===== src/rtl/num_code_detonator_if.sv =====
// rtl/num_code_detonator_if.sv - panel-side signal bundle for the numeric-code detonator
//
// Purpose: groups the debounced panel inputs and the lamp/display/blast outputs.
// Signals:
//   A[9:0]   digit keys, one-hot, bit i = digit i, high while pressed
//   ready    start code entry
//   sure     confirm entered digits
//   fire     fire request
//   setup    enter code-change mode
//   wait_t   abort to IDLE
//   m_disp   BCD of last accepted digit
//   lt/rt    entry lamp / armed lamp
//   bt/lb    blast output / alarm lamp
// Modports: master = panel side (drives keys), slave = detonator block.

interface num_code_detonator_if;
  logic [9:0] A;
  logic       ready;
  logic       sure;
  logic       fire;
  logic       setup;
  logic       wait_t;
  logic [3:0] m_disp;
  logic       lt;
  logic       rt;
  logic       bt;
  logic       lb;

  modport master (
    output A, ready, sure, fire, setup, wait_t,
    input  m_disp, lt, rt, bt, lb
  );

  modport slave (
    input  A, ready, sure, fire, setup, wait_t,
    output m_disp, lt, rt, bt, lb
  );
endinterface


===== src/rtl/num_code_detonator.sv =====
// rtl/num_code_detonator.sv - numeric-code lock guarding a detonation output
//
// Purpose: operator presses ready, keys a 4-digit BCD code, confirms with sure.
// A matching code arms the block; fire then latches the blast output until reset.
// MAX_TRIES consecutive wrong confirms lock the panel out until reset.
// Ports:
//   clk  rising-edge system clock
//   rst  asynchronous active-low reset
//   pin  num_code_detonator_if.slave (keys/controls in, lamps/display/blast out)
// Parameters:
//   CODE       reset code, 4 BCD digits, MS digit keyed first
//   MAX_TRIES  wrong confirms before LOCK (1..7)

module num_code_detonator #(
  parameter logic [15:0] CODE      = 16'h2580,
  parameter int          MAX_TRIES = 3
) (
  input  logic                 clk,
  input  logic                 rst,
  num_code_detonator_if.slave  pin
);

  typedef enum logic [2:0] {
    IDLE, INPUT, ERROR, ARMED, SETUP, BOOM, LOCK
  } state_t;

  state_t      state, state_n;
  logic [9:0]  a_q;
  logic [15:0] entry, entry_n;
  logic [15:0] code_q, code_n;
  logic [2:0]  count, count_n;
  logic [2:0]  tries, tries_n;
  logic [2:0]  tries_inc;
  logic [3:0]  disp_q, disp_n;
  logic [9:0]  key_new;
  logic        digit_ok;
  logic [3:0]  digit;

  // Rising edges of the keys; a direct 2->5 change still yields a fresh bit.
  assign key_new  = pin.A & ~a_q;
  assign digit_ok = (key_new != 10'd0) && ((key_new & (key_new - 10'd1)) == 10'd0);

  always_comb begin
    digit = 4'd0;
    for (int i = 0; i < 10; i++) begin
      if (key_new[i]) digit = 4'(i);
    end
  end

  always_ff @(posedge clk or negedge rst) begin
    if (!rst) begin
      state  <= IDLE;
      a_q    <= '0;
      entry  <= '0;
      code_q <= CODE;
      count  <= '0;
      tries  <= '0;
      disp_q <= '0;
    end else begin
      state  <= state_n;
      a_q    <= pin.A;
      entry  <= entry_n;
      code_q <= code_n;
      count  <= count_n;
      tries  <= tries_n;
      disp_q <= disp_n;
    end
  end

  always_comb begin
    state_n   = state;
    entry_n   = entry;
    code_n    = code_q;
    count_n   = count;
    tries_n   = tries;
    disp_n    = disp_q;
    tries_inc = tries + 3'd1;

    // Abort from any live entry/armed state; tries survive so abort cannot reset lockout.
    if (pin.wait_t && (state == INPUT || state == ERROR || state == ARMED || state == SETUP)) begin
      state_n = IDLE;
      entry_n = '0;
      count_n = '0;
    end else begin
      unique case (state)
        IDLE: begin
          if (pin.ready) begin
            state_n = INPUT;
            entry_n = '0;
            count_n = '0;
            disp_n  = '0;
          end
        end
        INPUT: begin
          if (pin.sure) begin
            if (count == 3'd4 && entry == code_q) begin
              state_n = ARMED;
              tries_n = '0;
            end else begin
              tries_n = tries_inc;
              state_n = (tries_inc >= 3'(MAX_TRIES)) ? LOCK : ERROR;
            end
          end
        end
        ERROR: begin
          if (pin.ready) begin
            state_n = INPUT;
            entry_n = '0;
            count_n = '0;
          end
        end
        ARMED: begin
          if (pin.fire) begin
            state_n = BOOM;
          end else if (!pin.sure && pin.setup) begin
            state_n = SETUP;
            entry_n = '0;
            count_n = '0;
          end
        end
        SETUP: begin
          if (pin.sure) begin
            state_n = IDLE;
            if (count == 3'd4) code_n = entry;
          end
        end
        BOOM: state_n = BOOM;
        LOCK: state_n = LOCK;
        default: state_n = IDLE;
      endcase

      // Digits only land when no control with an effect in this state is pending.
      if ((state == INPUT || state == SETUP) && !pin.sure && digit_ok) begin
        disp_n = digit;
        if (count < 3'd4) begin
          entry_n = {entry[11:0], digit};
          count_n = count + 3'd1;
        end
      end
    end
  end

  assign pin.m_disp = disp_q;
  assign pin.lt     = (state == INPUT) || (state == SETUP);
  assign pin.rt     = (state == ARMED);
  assign pin.bt     = (state == BOOM);
  assign pin.lb     = (state == ERROR) || (state == LOCK);

endmodule


===== src/flat_wrapper.sv =====
// flat-port wrapper written by rule: the top's interface ports become plain ports
module num_code_detonator_flat 
#(
  parameter logic [15:0] CODE      = 16'h2580,
  parameter int          MAX_TRIES = 3
)
  (clk, rst, pin_A, pin_ready, pin_sure, pin_fire, pin_setup, pin_wait_t, pin_m_disp, pin_lt, pin_rt, pin_bt, pin_lb);
  num_code_detonator_if pin_i ();
  input  logic clk;
  input  logic rst;
  input wire logic [$bits(pin_i.A)-1:0] pin_A;
  input wire logic [$bits(pin_i.ready)-1:0] pin_ready;
  input wire logic [$bits(pin_i.sure)-1:0] pin_sure;
  input wire logic [$bits(pin_i.fire)-1:0] pin_fire;
  input wire logic [$bits(pin_i.setup)-1:0] pin_setup;
  input wire logic [$bits(pin_i.wait_t)-1:0] pin_wait_t;
  output wire logic [$bits(pin_i.m_disp)-1:0] pin_m_disp;
  output wire logic [$bits(pin_i.lt)-1:0] pin_lt;
  output wire logic [$bits(pin_i.rt)-1:0] pin_rt;
  output wire logic [$bits(pin_i.bt)-1:0] pin_bt;
  output wire logic [$bits(pin_i.lb)-1:0] pin_lb;
  assign pin_i.A = pin_A;
  assign pin_i.ready = pin_ready;
  assign pin_i.sure = pin_sure;
  assign pin_i.fire = pin_fire;
  assign pin_i.setup = pin_setup;
  assign pin_i.wait_t = pin_wait_t;
  assign pin_m_disp = pin_i.m_disp;
  assign pin_lt = pin_i.lt;
  assign pin_rt = pin_i.rt;
  assign pin_bt = pin_i.bt;
  assign pin_lb = pin_i.lb;
  num_code_detonator #(.CODE(CODE), .MAX_TRIES(MAX_TRIES)) u_core (.clk(clk), .rst(rst), .pin(pin_i));
endmodule

===== config.mk =====
export PLATFORM = sky130hd
export DESIGN_NAME = num_code_detonator_flat
export DESIGN_NICKNAME = d
export VERILOG_FILES = /design/src/rtl/num_code_detonator_if.sv /design/src/rtl/num_code_detonator.sv /design/src/flat_wrapper.sv
export SDC_FILE = /design/constraint.sdc
export NUM_CORES = 1
export LEC_CHECK = 0
export ABC_AREA = 1
export CORE_MARGIN = 2
export CORE_UTILIZATION = 60
export DETAILED_ROUTE_END_ITERATION = 7
export GPL_ROUTABILITY_DRIVEN = 0
export HOLD_SLACK_MARGIN = 0.02
export PLACE_DENSITY = 0.82
export RECOVER_POWER = 25
export SLEW_MARGIN = 20
export SYNTH_ARGS = -nofsm -noshare
export SYNTH_HDL_FRONTEND = slang
export SYNTH_SLANG_ARGS = --single-unit

===== constraint.sdc =====
create_clock -name clk -period 4.5 [get_ports clk]
set_input_delay 1.35 -clock clk [delete_from_list [all_inputs] [get_ports clk]]
set_output_delay 1.35 -clock clk [all_outputs]
set_load 0.01 [all_outputs]

Yosys cells after proc, flatten, opt, wreduce, memory -nomap -nowiden
Index checks and enable logic that the tools add are counted.
{ "op_classes": {"addsub": 3, "multipliers": 0, "n_div": 0, "n_lt_le_gt_ge": 2, "eq_ne": 12, "shift": 0, "mux": 36, "bitwise": 4, "reduce_logical": 22} }
{ "ops": {"columns": ["cell", "n"], "rows": [
  ["two-way mux 16 bit", 6],
  ["two-way mux 3 bit", 15],
  ["two-way mux 4 bit", 11],
  ["one-hot mux 16 bit (2 select lines)", 1],
  ["bitwise AND 10 bit", 2],
  ["one-hot mux 3 bit (6 select lines)", 1],
  ["== test 16 bit", 1],
  ["== test 3 bit, second input constant", 4],
  ["zero test 10 bit", 1],
  ["inverter 10 bit", 1],
  ["nonzero test 10 bit", 1],
  ["subtractor 10 x 1 -> 10 bit, second input constant", 1],
  ["AND reduction 4 bit", 2],
  ["adder 3 x 1 -> 3 bit, second input constant", 2],
  ["== test 3 x 2 -> 1 bit, second input constant", 2],
  ["logical AND 1 bit", 6],
  ["!= test 3 bit, second input constant", 2],
  ["one-hot mux 3 bit (2 select lines)", 1],
  ["AND reduction 3 bit", 2],
  ["logical OR 1 bit", 5],
  ["!= test 4 x 2 -> 1 bit, second input constant", 1],
  ["nonzero test 2 bit", 2],
  ["== test 3 x 1 -> 1 bit, second input constant", 1],
  ["greater-or-equal comparator 3 x 2 -> 1 bit, second input constant", 1],
  ["other kinds (7)", 7]
]} }
{ "word_totals": {"register_bits": 55, "latch_bits": 0, "ram_bits": 0, "romBits": 0, "in_bits": 17, "out_inout_bits": 8, "elab_cells": 86, "n_memories": 0} }

Longest topological paths before layout
Gate-level depths: netlist of run 1.
{ "logic_depth": {"word_depth": 14, "depth_mapped": 13, "mapped_depth_nobuf": 13} }

Least setup slack after synthesis of run 1
No wires, ideal clock.
{ "synth_path": {"path_type": "in2reg", "start": "input port pin_A[5]", "end": "register u_core.entry[3]", "setup_ns": 0.132, "arrival_ns": 2.412, "path_slack_ns": 1.956, "cell_stages": 11, "path_buffers": 1, "cell_sequence": "nand2_1 > nand2_1 > nor2_2 > nand2_1 > nand2_1 > nand2_1 > nor2_2 > nand2_4 > buf_6 > o21ai_1 > nor2_1"} }
{ "synth_via": {"elab_chain_cells": 9} }
{ "synth_lines": {"columns": ["element", "line_no", "source"], "rows": [
  ["start: declaration", "flat_wrapper.sv:11", "input wire logic [$bits(pin_i.A)-1:0] pin_A;"],
  ["bitwise AND 10 bit (*)", "num_code_detonator.sv:40", "assign key_new = pin.A & ~a_q;"],
  ["branches (longest 6 deep; another with subtractor 10 x 1 -> 10 bit)", null, null],
  ["two-way mux 16 bit (*)", "num_code_detonator.sv:133", "if ((state == INPUT || state == SETUP) && !pin.sure && digit_ok) begin"],
  ["two-way mux 16 bit (*)", "num_code_detonator.sv:80", "if (pin.wait_t && (state == INPUT || state == ERROR || state == ARMED || state == SETUP)) begin"],
  ["named net u_core.entry_n[3]", "num_code_detonator.sv:29", "logic [15:0] entry, entry_n;"],
  ["end signal: assignment", "num_code_detonator.sv:62", "entry <= entry_n;"],
  ["end: declaration", "num_code_detonator.sv:29", null]
]} }
Mark *: on every way through the listed nets, which the timed path passes.
A chain may end at the register's enable or synchronous reset.

Final worst setup path of run 1
{ "layout_path": {"start": "register u_core.state[1]", "end": "output port pin_lt"} }
{ "layout_via": {"elab_chain_cells": 2} }
{ "layout_lines": {"columns": ["element", "line_no", "source"], "rows": [
  ["start: declaration", "num_code_detonator.sv:27", "state_t state, state_n;"],
  ["start signal: assignment", "num_code_detonator.sv:60", "state <= state_n;"],
  ["== test 3 x 1 -> 1 bit or == test 3 bit (tied branches)", "num_code_detonator.sv:144", "assign pin.lt = (state == INPUT) || (state == SETUP);"],
  ["logical OR 1 bit (*)", "num_code_detonator.sv:144", null],
  ["end: declaration", "flat_wrapper.sv:18", "output wire logic [$bits(pin_i.lt)-1:0] pin_lt;"]
]} }
Every way passes the cells marked *; elsewhere a longest branch is shown, timed or not.

==> impl_metrics.json, run 1 <==
{
  "die_w_um": 77.0,
  "grt_pass1_vias": 2733,
  "gr-max-usage-layer": "met2",
  "ys.flop_type": "dfrtp_1",
  "slew_viol_final": 33,
  "wirelength_mm": 6.77,
  "synth_most_common_cell": "nand2_1",
  "drt-initial-drc-count": 291,
  "met1_usage_pct": 33.3,
  "synth.top_cells.by_area": "dfrtp_1, nand2_1, nor2_1",
  "synth_cell_type_count": 37,
  "setup_viol_count_final": 0,
  "path_clk_slew_ns": 0.10,
  "violations": "capacitance limit, slew limit",
  "hold_path_depth": 2,
  "ys_ff_latch": 55,
  "ctsHoldBuffers": 0,
  "final_cell_area_um2": 3580,
  "synth_fp_nets": 467,
  "clk_path_buf_depth": 2,
  "cp_num_buf_inv": 3,
  "viasPerCell": 5.26,
  "rsz0062_at_grt": "no",
  "peakVddDrop_mv": 0.214,
  "synth_common_cells": "nand2_1, nor2_1, dfrtp_1",
  "wl_per_cell_um": 12.5,
  "cp-start-kind": "flop",
  "min_period_over_period_pct": 69.5,
  "power-per-cell-area_nw_per_um2": 419,
  "fillerInstances": 464,
  "path_cells": "inv_1 -> nand2_2 -> nor2_1 -> inv_1 -> nand2_1 -> clkdlybuf4s50_1",
  "ios": 25,
  "dp_hpwl_mm": 5.07,
  "antennaDiodeCount": 0,
  "clkLatencyLatePin_ns": 0.31,
  "p_leak_nw": 1.92,
  "cts_resized": 0,
  "nets": 490,
  "status": "finished, violations left",
  "core-area_um2": 5110,
  "drc": 0,
  "numCtsBuffers": 5,
  "overflow": 0,
  "fp.dieArea_um2": 5920,
  "layout-drive-gt1-share_pct": 6.81,
  "crit_type": "reg2out",
  "yosysWarnings": 0,
  "cts_root_buffer": "clkbuf_8",
  "vias": 2843,
  "worst_path_largest_cell_delay_ns": 0.53,
  "slowest_stage": "clkdlybuf4s50_1",
  "yosysTopAreaCell": "dfrtp_1",
  "fin_skew_ns": 0.0117,
  "fmax_mhz": 320,
  "cp.arrival_ns": 1.78,
  "cts_setup_buffers": 0,
  "grt_util_met2_pct": 41.8,
  "pre_cts_ws_ns": 1.26,
  "antenna_found_initial": 0,
  "async_flop_share_pct": 100,
  "max_slew_margin_pct": -14.2,
  "cp_max_fo": 4,
  "hp-class": "reg2reg",
  "clock-sinks": 55,
  "grt_pass1_wl_mm": 12.1,
  "synth_top_area_share_pct": 40.0,
  "syn_to_final_growth_pct": 12.1,
  "initial_core_util_pct": 62.5,
  "r2r_slack_ns": 2.36,
  "hold_viol": 0,
  "reg2reg_depth": 8,
  "row_count": 26,
  "period_minus_slack_ns": 3.13,
  "avgSynthCellArea_um2": 7.16,
  "grt_max_degree": 33,
  "setup_ws_ns": 1.37,
  "cp.depth": 6,
  "multi_input_area_um2": 1560,
  "cpLargestDelayFamily": "buffers and inverters",
  "gr-usage-met3_pct": 5.06,
  "io_buffers": 24,
  "cp.required_ns": 3.15,
  "setup_tns_ns": 0,
  "grt_usage_pct": 25.1,
  "yosysSeqAreaShare_pct": 43.3,
  "synth_edf_count": 0,
  "crit_path_end_kind": "primary output",
  "tightest_slew_ns": 1.71,
  "crit_top_cell": "inv_1",
  "drt_pass1_iterations": 5,
  "netlist_area_um2": 3190,
  "postSynthCellCount": 446,
  "die_y_um": 77.0,
  "drv_cap": 1,
  "h-tree-depth": 2,
  "antenna_left": 0,
  "cts_tree": "built",
  "place_area_um2": 3470,
  "regArea_um2": 1380
}
path summary, 6_finish.rpt:
kind,from,to
max reg2reg,u_core.state[0],u_core.tries[0]
min,u_core.code_q[13],u_core.code_q[13]
max,u_core.state[1],pin_lt
min reg2reg,u_core.code_q[13],u_core.code_q[13]
min in group asynchronous,rst,u_core.code_q[14]
max in group asynchronous,rst,u_core.code_q[10]
worst register-to-register path, cell delays in order (launching register included):
cell and delay [ns]:
dfrtp_1 0.47, nor2_1 0.21, nand2_1 0.07, nand3_1 0.39, inv_2 0.26, nor3_1 0.34
inv_1 0.13, nand2_1 0.07, o21ai_0 0.08
metal layers:
layer	up-vias	part of all wire, %
li1	1448	-
met1	1324	46
met2	65	50
met3	6	4.3
met4	0	0.37
met5	-	0
registers in the layout, indices dropped and copies added (netlist names):
| name | count |
|---|---|
| u_core.code_q | 16 |
| u_core.entry | 16 |
| u_core.a_q | 10 |
| u_core.pin.m_disp | 4 |
| u_core.count | 3 |
| u_core.state | 3 |
| u_core.tries | 3 |
area by class of cell:
class / count / share of cell area, %
clock buffers: 6 / 2.03
well taps: 70 / 2.45
inverters: 51 / 5.35
clock inverters: 2 / 1.05
repair buffers: 26 / 6.96
flip-flops and latches: 55 / 38.6
multi-input cells: 330 / 43.6
cell families after synthesis:
| kind of cell | after synthesis | share of synthesized area [%] |
|---|---|---|
| AO/OA/AOI/OAI | 57 | 9.56 |
| XOR/XNOR | 8 | 2.19 |
| adder cells (fa/ha/maj) | 4 | 1.57 |
| buffers and inverters | 61 | 7.88 |
| flip-flops | 55 | 43.3 |
| multiplexers | 4 | 1.41 |
| AND/OR/NAND/NOR | 257 | 34.1 |
stage by stage:
stage / hold slack, ns / cells / power [W] / util [%]
after floorplan: 0.468 / 446 / 0.00103 / -
after global placement: 0.484 / 532 / 0.00116 / 68.0
after detailed placement: 0.499 / 532 / 0.00118 / 68.0
after CTS: 0.515 / 540 / 0.00151 / 70.1
after global routing: 0.549 / 540 / 0.00162 / 70.1
final: 0.512 / 540 / 0.00150 / 70.1
placed cells by master, fill, tap and decap left out, types with 2 or more instances in the layout:
master	instances
nand2_1	136
nor2_1	71
dfrtp_1	51
inv_1	49
o21ai_0	24
nand3_1	18
a21oi_1	14
clkdlybuf4s50_1	13
o21ai_1	11
nor3_1	10
dlygate4sd3_1	10
xor2_1	7
clkbuf_8	5
nand4_1	4
mux2_2	4
ha_1	4
dfstp_2	4
nor2_2	3
inv_2	2
nand2_2	2
o21bai_1	2
nand3_2	2
or2_2	2
o22ai_1	2
nand3b_1	2
a211oi_1	2
clkbuf_1	2
buf_4	2
power by group:
| part | leakage (nW) | internal [W] | switching [W] |
|---|---|---|---|
| Clock | 0.0514 | 0.000166 | 0.000161 |
| Combinational | 1.15 | 0.000205 | 0.000337 |
| Sequential | 0.716 | 0.000556 | 0.0000755 |
No activity file was read; power rests on OpenSTA's default activity.
==> run 2, diff against run 1 <==
Settings changed: CORE_UTILIZATION 60 to 58, PLACE_DENSITY 0.82 to 0.79.
Clock period 4.5 ns to 3.2 ns, I/O delays scaled along.
==> run 2 against run 1 <==
Against the previous run: the flow now finishes without violations; core utilization shrank 3.1 points; clock-buffer cell count shrank 1; non-clock buffer count grew 4; highest routed layer unchanged.
==> impl_metrics.json, run 2 (same netlist as run 1, synthesis figures left out) <==
{
  "h-tree-depth": 2,
  "period_minus_slack_ns": 2.82,
  "numCtsBuffers": 5,
  "drt_pass1_iterations": 4,
  "setup_tns_ns": 0,
  "setup_viol_count_final": 0,
  "power-per-cell-area_nw_per_um2": 595,
  "antenna_left": 0,
  "worst_path_largest_cell_delay_ns": 0.53,
  "vias": 2832,
  "drv_cap": 0,
  "clock-sinks": 55,
  "layout_common_cells": "nand2_1, nor2_1, dfrtp_1, inv_1, o21ai_0",
  "grt_max_degree": 30,
  "clk_path_buf_depth": 2,
  "layout-drive-gt1-share_pct": 7.81,
  "die_y_um": 78.2,
  "cp_num_buf_inv": 3,
  "max_slew_margin_pct": 4.41,
  "grt_pass1_vias": 2706,
  "final_common_cell": "nand2_1",
  "clkLatencyLatePin_ns": 0.32,
  "path_cells": "inv_1 -> nand2_2 -> nor2_1 -> inv_1 -> nand2_1 -> clkdlybuf4s50_1",
  "dp_hpwl_mm": 5.10,
  "cp-start-kind": "flop",
  "crit_type": "reg2out",
  "dp_cells": 538,
  "drt-initial-drc-count": 134,
  "die_w_um": 78.2,
  "wl_per_cell_um": 12.7,
  "path_clk_slew_ns": 0.11,
  "wirelength_mm": 6.91,
  "fp.dieArea_um2": 6110,
  "cp.required_ns": 2.24,
  "crit_path_end_kind": "primary output",
  "critPathLaunch": "u_core.state[1]",
  "initial_core_util_pct": 59.1,
  "hp-class": "reg2reg",
  "cp.arrival_ns": 1.86,
  "drc": 0,
  "cp_max_fo": 4,
  "ios": 25,
  "fmax_mhz": 354,
  "grt_usage_pct": 24.9,
  "ctsHoldBuffers": 0,
  "grt_pass1_wl_mm": 12.2,
  "cpLargestDelayFamily": "buffers and inverters",
  "reg2reg_from": "u_core.state[0]",
  "status": "complete, no violations",
  "cts_root_buffer": "clkbuf_8",
  "fin_skew_ns": 0.00559,
  "core-area_um2": 5410,
  "overflow": 0,
  "rsz0062_at_grt": "no",
  "nets": 494,
  "viasPerCell": 5.19,
  "p_leak_nw": 1.94,
  "cts_resized": 0,
  "antennaDiodeCount": 0,
  "cts_tree": "built",
  "slowest_stage": "clkdlybuf4s50_1",
  "fillerInstances": 490,
  "row_count": 27,
  "reg.largest.list": "u_core.code_q: 16 flops, u_core.entry: 16 flops, u_core.a_q: 10 flops",
  "slew_viol_final": 0,
  "hp-start": "u_core.tries[2]",
  "final_cells": 546,
  "antenna_found_initial": 0,
  "crit_top_cell": "inv_1",
  "syn_to_final_growth_pct": 13.3,
  "min_period_over_period_pct": 88.3,
  "cts_setup_buffers": 0,
  "hold_viol": 0,
  "io_buffers": 24,
  "tightest_slew_ns": 1.43,
  "peakVddDrop_mv": 0.360
}
run 2: cell count changes in the layout (fill, tap and decap cells not counted):
cell	delta
clkinvlp_4	-1
clkinv_4	+1
inv_6	+1
dlygate4sd3_1	-6
clkdlybuf4s50_1	+6
clkbuf_1	-1
buf_4	+4
run 2: layout make-up:
| cell class | count | area, um^2 | area share, % |
|---|---|---|---|
| Clock buffer | 5 | 68.8 | 1.90 |
| Clock inverter | 3 | 47.5 | 1.31 |
| Inverter | 51 | 191 | 5.29 |
| Multi-Input combinational cell | 330 | 1560 | 43.1 |
| Sequential cell | 55 | 1380 | 38.2 |
| Tap cell | 72 | 90.1 | 2.49 |
| Timing Repair Buffer | 30 | 279 | 7.71 |
run 2: tightest hold or removal path, stage by stage, from the launching register on:
cell     delay [ns]
dfrtp_1        0.38
nand2_1        0.06
nand2_1        0.05
run 2: report_power, final:
group / leakage [nW] / switching [W] / total [W] / internal [W]
registers: 0.716 / 0.0000885 / 0.000870 / 0.000782
logic: 1.17 / 0.000499 / 0.000798 / 0.000300
clock network: 0.0587 / 0.000248 / 0.000486 / 0.000238
total: 1.94 / 0.000835 / 0.00215 / 0.00132
run 2: worst paths after layout:
kind | endpoint | slack, ns | cells past startpoint
max | pin_lt | 0.38 | 6
min | u_core.tries[2] | 0.52 | 2
max reg2reg | u_core.count[2] | 1.18 | 10
min reg2reg | u_core.tries[2] | 0.52 | 2
max in group asynchronous | u_core.code_q[8] | 1.24 | 2
min in group asynchronous | u_core.state[1] | 0.95 | 1
run 2: metal layers:
metal  GRT usage [%]  share of wire (%)  vias up
li1                -                  -     1465
met1            35.2                 49     1297
met2            39.6                 46       58
met3            4.02                3.9       12
met4            7.54                1.4        0
met5               0                  0        -
run 2: metrics by stage:
step,cell area [um^2],utilization (%),power (W),worst slack [ns],hold slack (ns)
after CTS,3620,67.0,0.00216,0.393,0.519
after floorplan,3190,-,0.00144,1.05,0.468
after global placement,3500,64.8,0.00165,0.430,0.484
after detailed placement,3500,64.8,0.00167,0.336,0.492
final,3620,66.9,0.00215,0.376,0.517
after global routing,3620,66.9,0.00231,0.290,0.539
==> run 3, diff against run 2 <==
Settings changed: PLACE_DENSITY 0.79 to 0.88.
==> run 3 against run 2 <==
Against the previous run: final cell count decreased by 0.18%; via count increased by 3.8%; critical path type unchanged; clock-buffer cell count increased by 1; worst hold slack improved by 0.0032 ns; flip-flop and latch count unchanged; the flow now finishes with violations (capacitance limit, slew limit); clock skew increased by 0.0025 ns; largest power group unchanged; non-clock buffer count decreased by 1; clock power about the same.
==> impl_metrics.json, run 3 (same netlist as run 1, synthesis figures left out) <==
{
  "setup_ws_ns": 0.444,
  "row_count": 27,
  "fillerInstances": 463,
  "cts_root_buffer": "clkbuf_8",
  "cts_resized": 0,
  "tightest_slew_ns": 1.59,
  "core-area_um2": 5410,
  "crit_type": "reg2out",
  "antenna_left": 0,
  "final_common_cell": "nand2_1",
  "period_minus_slack_ns": 2.76,
  "hold_viol": 0,
  "drt-initial-drc-count": 240,
  "cts_tree": "built",
  "clkLatencyLatePin_ns": 0.32,
  "slew_viol_final": 30,
  "cts_setup_buffers": 0,
  "cp_max_fo": 4,
  "layout_common_cells": "nand2_1, nor2_1, dfrtp_1, inv_1, o21ai_0",
  "wirelength_mm": 7.05,
  "viasPerCell": 5.39,
  "violations": "capacitance limit, slew limit",
  "setup_viol_count_final": 0,
  "power-per-cell-area_nw_per_um2": 599,
  "io_buffers": 24,
  "drt_pass1_iterations": 6,
  "total_power_w": 0.00216,
  "wl_per_cell_um": 12.9,
  "grt_pass1_vias": 2812,
  "fmax_mhz": 363,
  "die_w_um": 78.2,
  "ctsHoldBuffers": 0,
  "min_period_over_period_pct": 86.1,
  "antenna_found_initial": 0,
  "vias": 2940,
  "cp-start-kind": "flop",
  "overflow": 0,
  "hp-start": "u_core.code_q[13]",
  "rsz0062_at_grt": "no",
  "r2r_slack_ns": 1.16,
  "path_clk_slew_ns": 0.10,
  "dp_hpwl_mm": 5.03,
  "die_y_um": 78.2,
  "clk_path_buf_depth": 2,
  "layout-drive-gt1-share_pct": 7.40,
  "reg.largest.list": "u_core.code_q: 16 flops, u_core.entry: 16 flops, u_core.a_q: 10 flops",
  "h-tree-depth": 2,
  "p_leak_nw": 1.93,
  "cp.arrival_ns": 1.80,
  "fp.dieArea_um2": 6110,
  "initial_core_util_pct": 59.1,
  "grt_pass1_wl_mm": 12.4,
  "drc": 0,
  "critPathLaunch": "u_core.state[1]",
  "fin_skew_ns": 0.00808,
  "numCtsBuffers": 5,
  "drv_cap": 1,
  "syn_to_final_growth_pct": 12.9,
  "max_slew_margin_pct": -5.80,
  "reg2reg_from": "u_core.state[0]",
  "clock-sinks": 55,
  "status": "finished, violations left",
  "crit_path_end_kind": "primary output",
  "nets": 493,
  "grt_usage_pct": 25.2,
  "ios": 25,
  "antennaDiodeCount": 0,
  "cp.required_ns": 2.24,
  "setup_tns_ns": 0,
  "peakVddDrop_mv": 0.316,
  "pre_cts_ws_ns": 0.338,
  "hp-class": "reg2reg",
  "grt_max_degree": 30
}
[run 3: cell type report]
class | instances | area [um^2] | share of cell area, %
multi-input cells | 330 | 1560 | 43.3
well taps | 72 | 90.1 | 2.50
repair buffers | 29 | 265 | 7.36
clock inverters | 2 | 35.0 | 0.972
inverters | 51 | 191 | 5.31
clock buffers | 6 | 82.6 | 2.29
flip-flops and latches | 55 | 1380 | 38.3
[run 3: per-stage QoR]
| stage | utilization (%) | cells | hold slack [ns] | cell area [um^2] |
|---|---|---|---|---|
| final | 66.7 | 545 | 0.520 | 3610 |
| after global routing | 66.7 | 545 | 0.557 | 3610 |
| after CTS | 66.9 | 545 | 0.516 | 3610 |
| after detailed placement | 64.7 | 537 | 0.494 | 3500 |
| after global placement | 64.7 | 537 | 0.485 | 3500 |
| after floorplan | - | 446 | 0.468 | 3190 |
[run 3: path summary, 6_finish.rpt]
| kind | endpoint | depth (start not counted) |
|---|---|---|
| max reg2reg | u_core.code_q[2] | 6 |
| min in group asynchronous | u_core.tries[0] | 2 |
| max in group asynchronous | u_core.code_q[4] | 2 |
| min reg2reg | u_core.code_q[13] | 2 |
| max | pin_lt | 6 |
| min | u_core.code_q[13] | 2 |
[run 3: worst max-delay path: stages (launching register included)]
cell             delay [ns]
dfrtp_1                0.42
inv_1                  0.11
nand2_2                0.09
nor2_1                 0.16
inv_1                  0.10
nand2_1                0.07
clkdlybuf4s50_1        0.53
[run 3: metal layers]
layer / part of all wire [%] / track usage [%]
met1: 45 / 33.4
met2: 48 / 41.3
met3: 5.7 / 4.48
met4: 2.2 / 10.0
met5: 0 / 0
[run 3: power by group]
| group | leakage (nW) | internal, W | switching, W |
|---|---|---|---|
| Combinational | 1.16 | 0.000299 | 0.000501 |
| Sequential | 0.716 | 0.000782 | 0.0000905 |
| Clock | 0.0612 | 0.000254 | 0.000233 |
